--- src/rtl/i2c_target_receiver.sv ---
// I2C target receive engine: synchronises SCL/SDA, detects START/STOP, matches a
// 7-bit address on write transfers, ACKs each byte and strobes received data out.
module i2c_target_receiver #(
    parameter logic [6:0] ADDRESS     = 7'h42,
    parameter int         SYNC_STAGES = 2
) (
    input  logic       ClockI2C,
    input  logic       Reset,
    input  logic       Scl,
    input  logic       SdaIn,
    output logic       SdaPullLow,
    output logic [7:0] DataOut,
    output logic       DataValid,
    output logic       Addressed,
    output logic       BusBusy
);

    typedef enum logic [2:0] {
        ST_IDLE,
        ST_ADDRESS,
        ST_ADDR_ACK,
        ST_DATA,
        ST_DATA_ACK,
        ST_IGNORE
    } state_t;

    state_t                 state_q, state_d;
    logic [SYNC_STAGES-1:0] scl_sync_q, scl_sync_d;
    logic [SYNC_STAGES-1:0] sda_sync_q, sda_sync_d;
    logic                   scl_prev_q, scl_prev_d;
    logic                   sda_prev_q, sda_prev_d;
    logic [7:0]             shift_q, shift_d;
    logic [3:0]             bit_cnt_q, bit_cnt_d;
    logic                   pull_q, pull_d;
    logic [7:0]             data_q, data_d;
    logic                   valid_q, valid_d;
    logic                   addressed_q, addressed_d;
    logic                   busy_q, busy_d;

    logic       scl_s, sda_s;
    logic       scl_rise, scl_fall, start_det, stop_det;
    logic [7:0] shifted;

    assign scl_s     = scl_sync_q[SYNC_STAGES-1];
    assign sda_s     = sda_sync_q[SYNC_STAGES-1];
    assign scl_rise  = scl_s & ~scl_prev_q;
    assign scl_fall  = ~scl_s & scl_prev_q;
    assign start_det = scl_s & ~sda_s & sda_prev_q;
    assign stop_det  = scl_s & sda_s & ~sda_prev_q;
    assign shifted   = {shift_q[6:0], sda_s};

    always_comb begin
        state_d     = state_q;
        scl_sync_d  = {scl_sync_q[SYNC_STAGES-2:0], Scl};
        sda_sync_d  = {sda_sync_q[SYNC_STAGES-2:0], SdaIn};
        scl_prev_d  = scl_s;
        sda_prev_d  = sda_s;
        shift_d     = shift_q;
        bit_cnt_d   = bit_cnt_q;
        pull_d      = pull_q;
        data_d      = data_q;
        valid_d     = 1'b0;
        addressed_d = addressed_q;
        busy_d      = busy_q;

        // Bus conditions override any bit activity seen in the same cycle.
        if (stop_det) begin
            state_d     = ST_IDLE;
            shift_d     = 8'h00;
            bit_cnt_d   = 4'd0;
            pull_d      = 1'b0;
            addressed_d = 1'b0;
            busy_d      = 1'b0;
        end else if (start_det) begin
            state_d     = ST_ADDRESS;
            shift_d     = 8'h00;
            bit_cnt_d   = 4'd0;
            pull_d      = 1'b0;
            addressed_d = 1'b0;
            busy_d      = 1'b1;
        end else begin
            case (state_q)
                ST_IDLE: bit_cnt_d = 4'd0;
                ST_ADDRESS: begin
                    if (scl_rise && bit_cnt_q < 4'd8) begin
                        shift_d   = shifted;
                        bit_cnt_d = bit_cnt_q + 4'd1;
                        // Reads are unsupported, so R/W=1 is treated like a mismatch.
                        if (bit_cnt_q == 4'd7 && (shifted[7:1] != ADDRESS || shifted[0]))
                            state_d = ST_IGNORE;
                    end else if (scl_fall && bit_cnt_q == 4'd8) begin
                        state_d     = ST_ADDR_ACK;
                        pull_d      = 1'b1;
                        addressed_d = 1'b1;
                    end
                end
                ST_ADDR_ACK, ST_DATA_ACK: begin
                    if (scl_fall) begin
                        state_d   = ST_DATA;
                        pull_d    = 1'b0;
                        bit_cnt_d = 4'd0;
                    end
                end
                ST_DATA: begin
                    if (scl_rise && bit_cnt_q < 4'd8) begin
                        shift_d   = shifted;
                        bit_cnt_d = bit_cnt_q + 4'd1;
                        if (bit_cnt_q == 4'd7) begin
                            data_d  = shifted;
                            valid_d = 1'b1;
                        end
                    end else if (scl_fall && bit_cnt_q == 4'd8) begin
                        state_d = ST_DATA_ACK;
                        pull_d  = 1'b1;
                    end
                end
                ST_IGNORE: pull_d = 1'b0;
                default:   state_d = ST_IDLE;
            endcase
        end
    end

    always_ff @(posedge ClockI2C or posedge Reset) begin
        if (Reset) begin
            state_q     <= ST_IDLE;
            scl_sync_q  <= '1;
            sda_sync_q  <= '1;
            scl_prev_q  <= 1'b1;
            sda_prev_q  <= 1'b1;
            shift_q     <= 8'h00;
            bit_cnt_q   <= 4'd0;
            pull_q      <= 1'b0;
            data_q      <= 8'h00;
            valid_q     <= 1'b0;
            addressed_q <= 1'b0;
            busy_q      <= 1'b0;
        end else begin
            state_q     <= state_d;
            scl_sync_q  <= scl_sync_d;
            sda_sync_q  <= sda_sync_d;
            scl_prev_q  <= scl_prev_d;
            sda_prev_q  <= sda_prev_d;
            shift_q     <= shift_d;
            bit_cnt_q   <= bit_cnt_d;
            pull_q      <= pull_d;
            data_q      <= data_d;
            valid_q     <= valid_d;
            addressed_q <= addressed_d;
            busy_q      <= busy_d;
        end
    end

    assign SdaPullLow = pull_q;
    assign DataOut    = data_q;
    assign DataValid  = valid_q;
    assign Addressed  = addressed_q;
    assign BusBusy    = busy_q;

endmodule
--- config.mk ---
export PLATFORM = sky130hd
export DESIGN_NAME = i2c_target_receiver
export DESIGN_NICKNAME = d
export VERILOG_FILES = /design/src/rtl/i2c_target_receiver.sv
export SDC_FILE = /design/constraint.sdc
export NUM_CORES = 1
export LEC_CHECK = 0
export BUFFER_PORTS_ARGS = -buffer_cell sky130_fd_sc_hd__clkbuf_2
export CAP_MARGIN = 30
export CORE_AREA = 3 3 63 59
export DETAILED_ROUTE_END_ITERATION = 12
export DIE_AREA = 0 0 66 62
export HOLD_SLACK_MARGIN = 0.12
export PLACE_DENSITY = 0.7
export SETUP_SLACK_MARGIN = 0.5
export SYNTH_ARGS = -nofsm -noshare
export SYNTH_HDL_FRONTEND = slang
export SYNTH_SLANG_ARGS = --single-unit
export TNS_END_PERCENT = 5
--- constraint.sdc ---
create_clock -name ClockI2C -period 2 [get_ports ClockI2C]
set_input_delay 0.4 -clock ClockI2C [delete_from_list [all_inputs] [get_ports ClockI2C]]
set_output_delay 0.4 -clock ClockI2C [all_outputs]
set_load 0.05 [all_outputs]
==> metrics.txt <==
outcome complete, no violations; Starting Density 49.8%; Final Cell Area 2010 um^2; EDFF count, synth 0; actual slew at the worst max-slew pin 0.347 ns; Flop pwr share 40.2%; IO Pins 16; post-synthesis mux area share 8.68%; DR pass1 iterations 4; count of state elements after synthesis 32; Hold Vio Cnt, Final 0; Setup Crit Path Kind reg -> reg; Fin Setup TNS 0 ns; internal power between 0.001 and 0.0015 W; final setup vio count 0; Adder-Cell Fraction of Synth Area approximately 2.3%; Post-Synthesis Cells 140; first-pass GRT wire length approximately 5000 um; worst hold path class reg -> reg; Psw about 0.00058 W; Yosys Warn Count 0; largest family of logic cells by synthesized area simple AND/OR/NAND/NOR gates; placed instance area approximately 1700 um^2; unrepaired setup endpoints after global routing yes; die height 62 um; Clock Path Buffers 2; Die Area just over 4000 um^2; Core ar. 3070 um^2; root buffer cell clkbuf_4; CTS Sinks 32; H-tree depth 2; combinational power share 30.5%; Clock Power Share ~29%; GP Congestion ~0.87; Crit. End Element flip-flop; DP Wirelength about 2100 um; Synth Area in Compound Gates 14.6%; cts bufs inserted 5; max cap viols 0; fill count approximately 240; register area share after synthesis 52.9%; antenna violations before repair 0; achievable frequency 0.510 GHz; routed wire length 3200 um; syn nets 146; Final nets 178; Final ANT Viol Nets 0; pin count of the biggest net entering global routing 33; worst vdd ir 0.000612 V; total gr overflow 0; CTS tree yes; Slew Viols, Final 0; Die Wd 66 um; PwrDens 933 nW/um^2; minimum clock period 1.96 ns; area added between synthesis and finish 31.4%; Post-Synth XOR/XNOR Area 0.573%; drt drc 0; post-synthesis cell type count 39; n_diodes 0; Worst-path clk slew approximately 0.090 ns; Primary FF master, synth dfrtp_1; clock skew roughly 0.0073 ns; Tcrit/Tclk final 98.1%; Synth Area in Simple Gates between 10% and 20%; row count 19; number of global-route vias before repair approximately 1100; Leakage Power 0.901 nW; GRT Util Overall about 17%; port buffer count 15; sw frac 31.2%; routed vias 1140; Worst setup SP type flip-flop; share of layout cells above drive strength 1 42.2%; Worst-Skew Late Latency roughly 0.33 ns; Worst Path Required 2.22 ns; worst-path fanout max 6; most common cell after layout, fill and taps aside dfrtp_1; vias per inst 5.30; WL/cell between 10 and 15 um; drt initial violations 33; mapped cell area 1530 um^2; Avg Synthesized Cell Area ~11 um^2; Async SR Flop Fraction 100%; WP data arrival roughly 2.2 ns; Rel. slew slack 76.9%; most frequent cells in the layout dfrtp_1 (26), clkbuf_2 (15), nand2_1 (12), mux2_4 (9), buf_4 (8); Power, Total 0.00187 W
-- sequential cells by signal (all words and copies together), names as in the netlist, 2 cells and up --
register    flops
bit_cnt_q       4
DataOut         8
scl_sync_q      2
state_q         3
sda_sync_q      2
shift_q         7
-- power by group through the flow --
stage          Combinational, W  Sequential [W]  Clock [W]
3_5_place_dp           0.000485        0.000763          0
5_1_grt                0.000630        0.000762   0.000583
3_3_place_gp           0.000481        0.000758          0
4_1_cts                0.000510        0.000749   0.000558
6_report               0.000571        0.000753   0.000549
2_1_floorplan          0.000360        0.000747          0
-- kinds of logic (layout without fill, tap and decap cells) --
kind of cell / count (synthesis) / after routing
AOI/OAI and AO/OA: 33 / 33
adders and majority gates: 3 / 3
DFF: 32 / 32
muxes: 12 / 12
xor gates and xnor gates: 1 / 1
buffers and inverters: 11 / 44
and+or+nand+nor: 48 / 48
-- critical path, stage by stage, from the launching register on --
cell	delay [ns]
dfstp_2	0.58
or3b_4	0.39
o211ai_1	0.10
o211ai_1	0.13
a211oi_2	0.33
mux2_4	0.33
-- area by class of cell --
type / instances / area (um^2) / area share, %
well taps: 42 / 52.6 / 2.62
inverters: 6 / 22.5 / 1.12
repair buffers: 30 / 223 / 11.1
flip-flops and latches: 32 / 808 / 40.2
clock inverters: 1 / 30.0 / 1.50
clock buffers: 7 / 65.1 / 3.24
multi-input cells: 97 / 807 / 40.2
-- timing repair --
action | CTS | global route
buffers inserted | 2 | 1
endpoints found under the setup margin | 24 | 24
pin swaps | 2 | 17
resized for setup | 2 | 32
hold buffers | 1 | 2
endpoints found under the hold margin | 26 | 2
-- layer usage --
metal  track usage [%]  part of all wire (%)  vias up  routed length, um
met2              24.7                    45       21               1440
met5                 0                     0        -                  0
li1                  -                     -      560                  -
met4              6.96                   1.4        0                 44
met3              4.32                   3.7        6                118
met1              23.7                    50      553               1600
-- cells in the mapped netlist (2+ instances only) --
cell type,number,area (um^2)
dfrtp_1,26,651
nand2_1,17,63.8
a21oi_1,12,60.1
mux2_2,10,113
nor2_1,7,26.3
dfstp_2,6,158
inv_1,6,22.5
nand2b_1,5,31.3
a211oi_1,4,30.0
clkbuf_1,4,15.0
nor2b_1,4,25.0
nor3b_1,4,30.0
o21ai_0,4,20.0
nor3_1,3,15.0
ha_1,2,25.0
mux2i_1,2,20.0
o211ai_1,2,15.0
-- final timing paths --
kind | depth (start not counted) | startpoint | slack, ns | to
max | 5 | scl_sync_q[1] | 0.04 | state_q[0]
min | 0 | sda_sync_q[0] | 0.36 | sda_sync_q[1]
min reg2reg | 0 | sda_sync_q[0] | 0.36 | sda_sync_q[1]
min in group asynchronous | 4 | Reset | 0.62 | DataOut[2]
max reg2reg | 5 | scl_sync_q[1] | 0.04 | state_q[0]
max in group asynchronous | 4 | Reset | 1.13 | scl_prev_q
-- through the flow --
stage / setup WS [ns] / cells / hold slack, ns / util [%]
3_3_place_gp: 0.0443 / 201 / 0.347 / 55.9
3_5_place_dp: 0.00584 / 201 / 0.347 / 55.9
6_report: 0.0378 / 215 / 0.359 / 65.5
4_1_cts: 0.00328 / 212 / 0.126 / 60.1
2_1_floorplan: 0.0792 / 140 / 0.345 / -
5_1_grt: -0.0855 / 215 / 0.368 / 65.5
No activity file was read; power rests on OpenSTA's default activity.
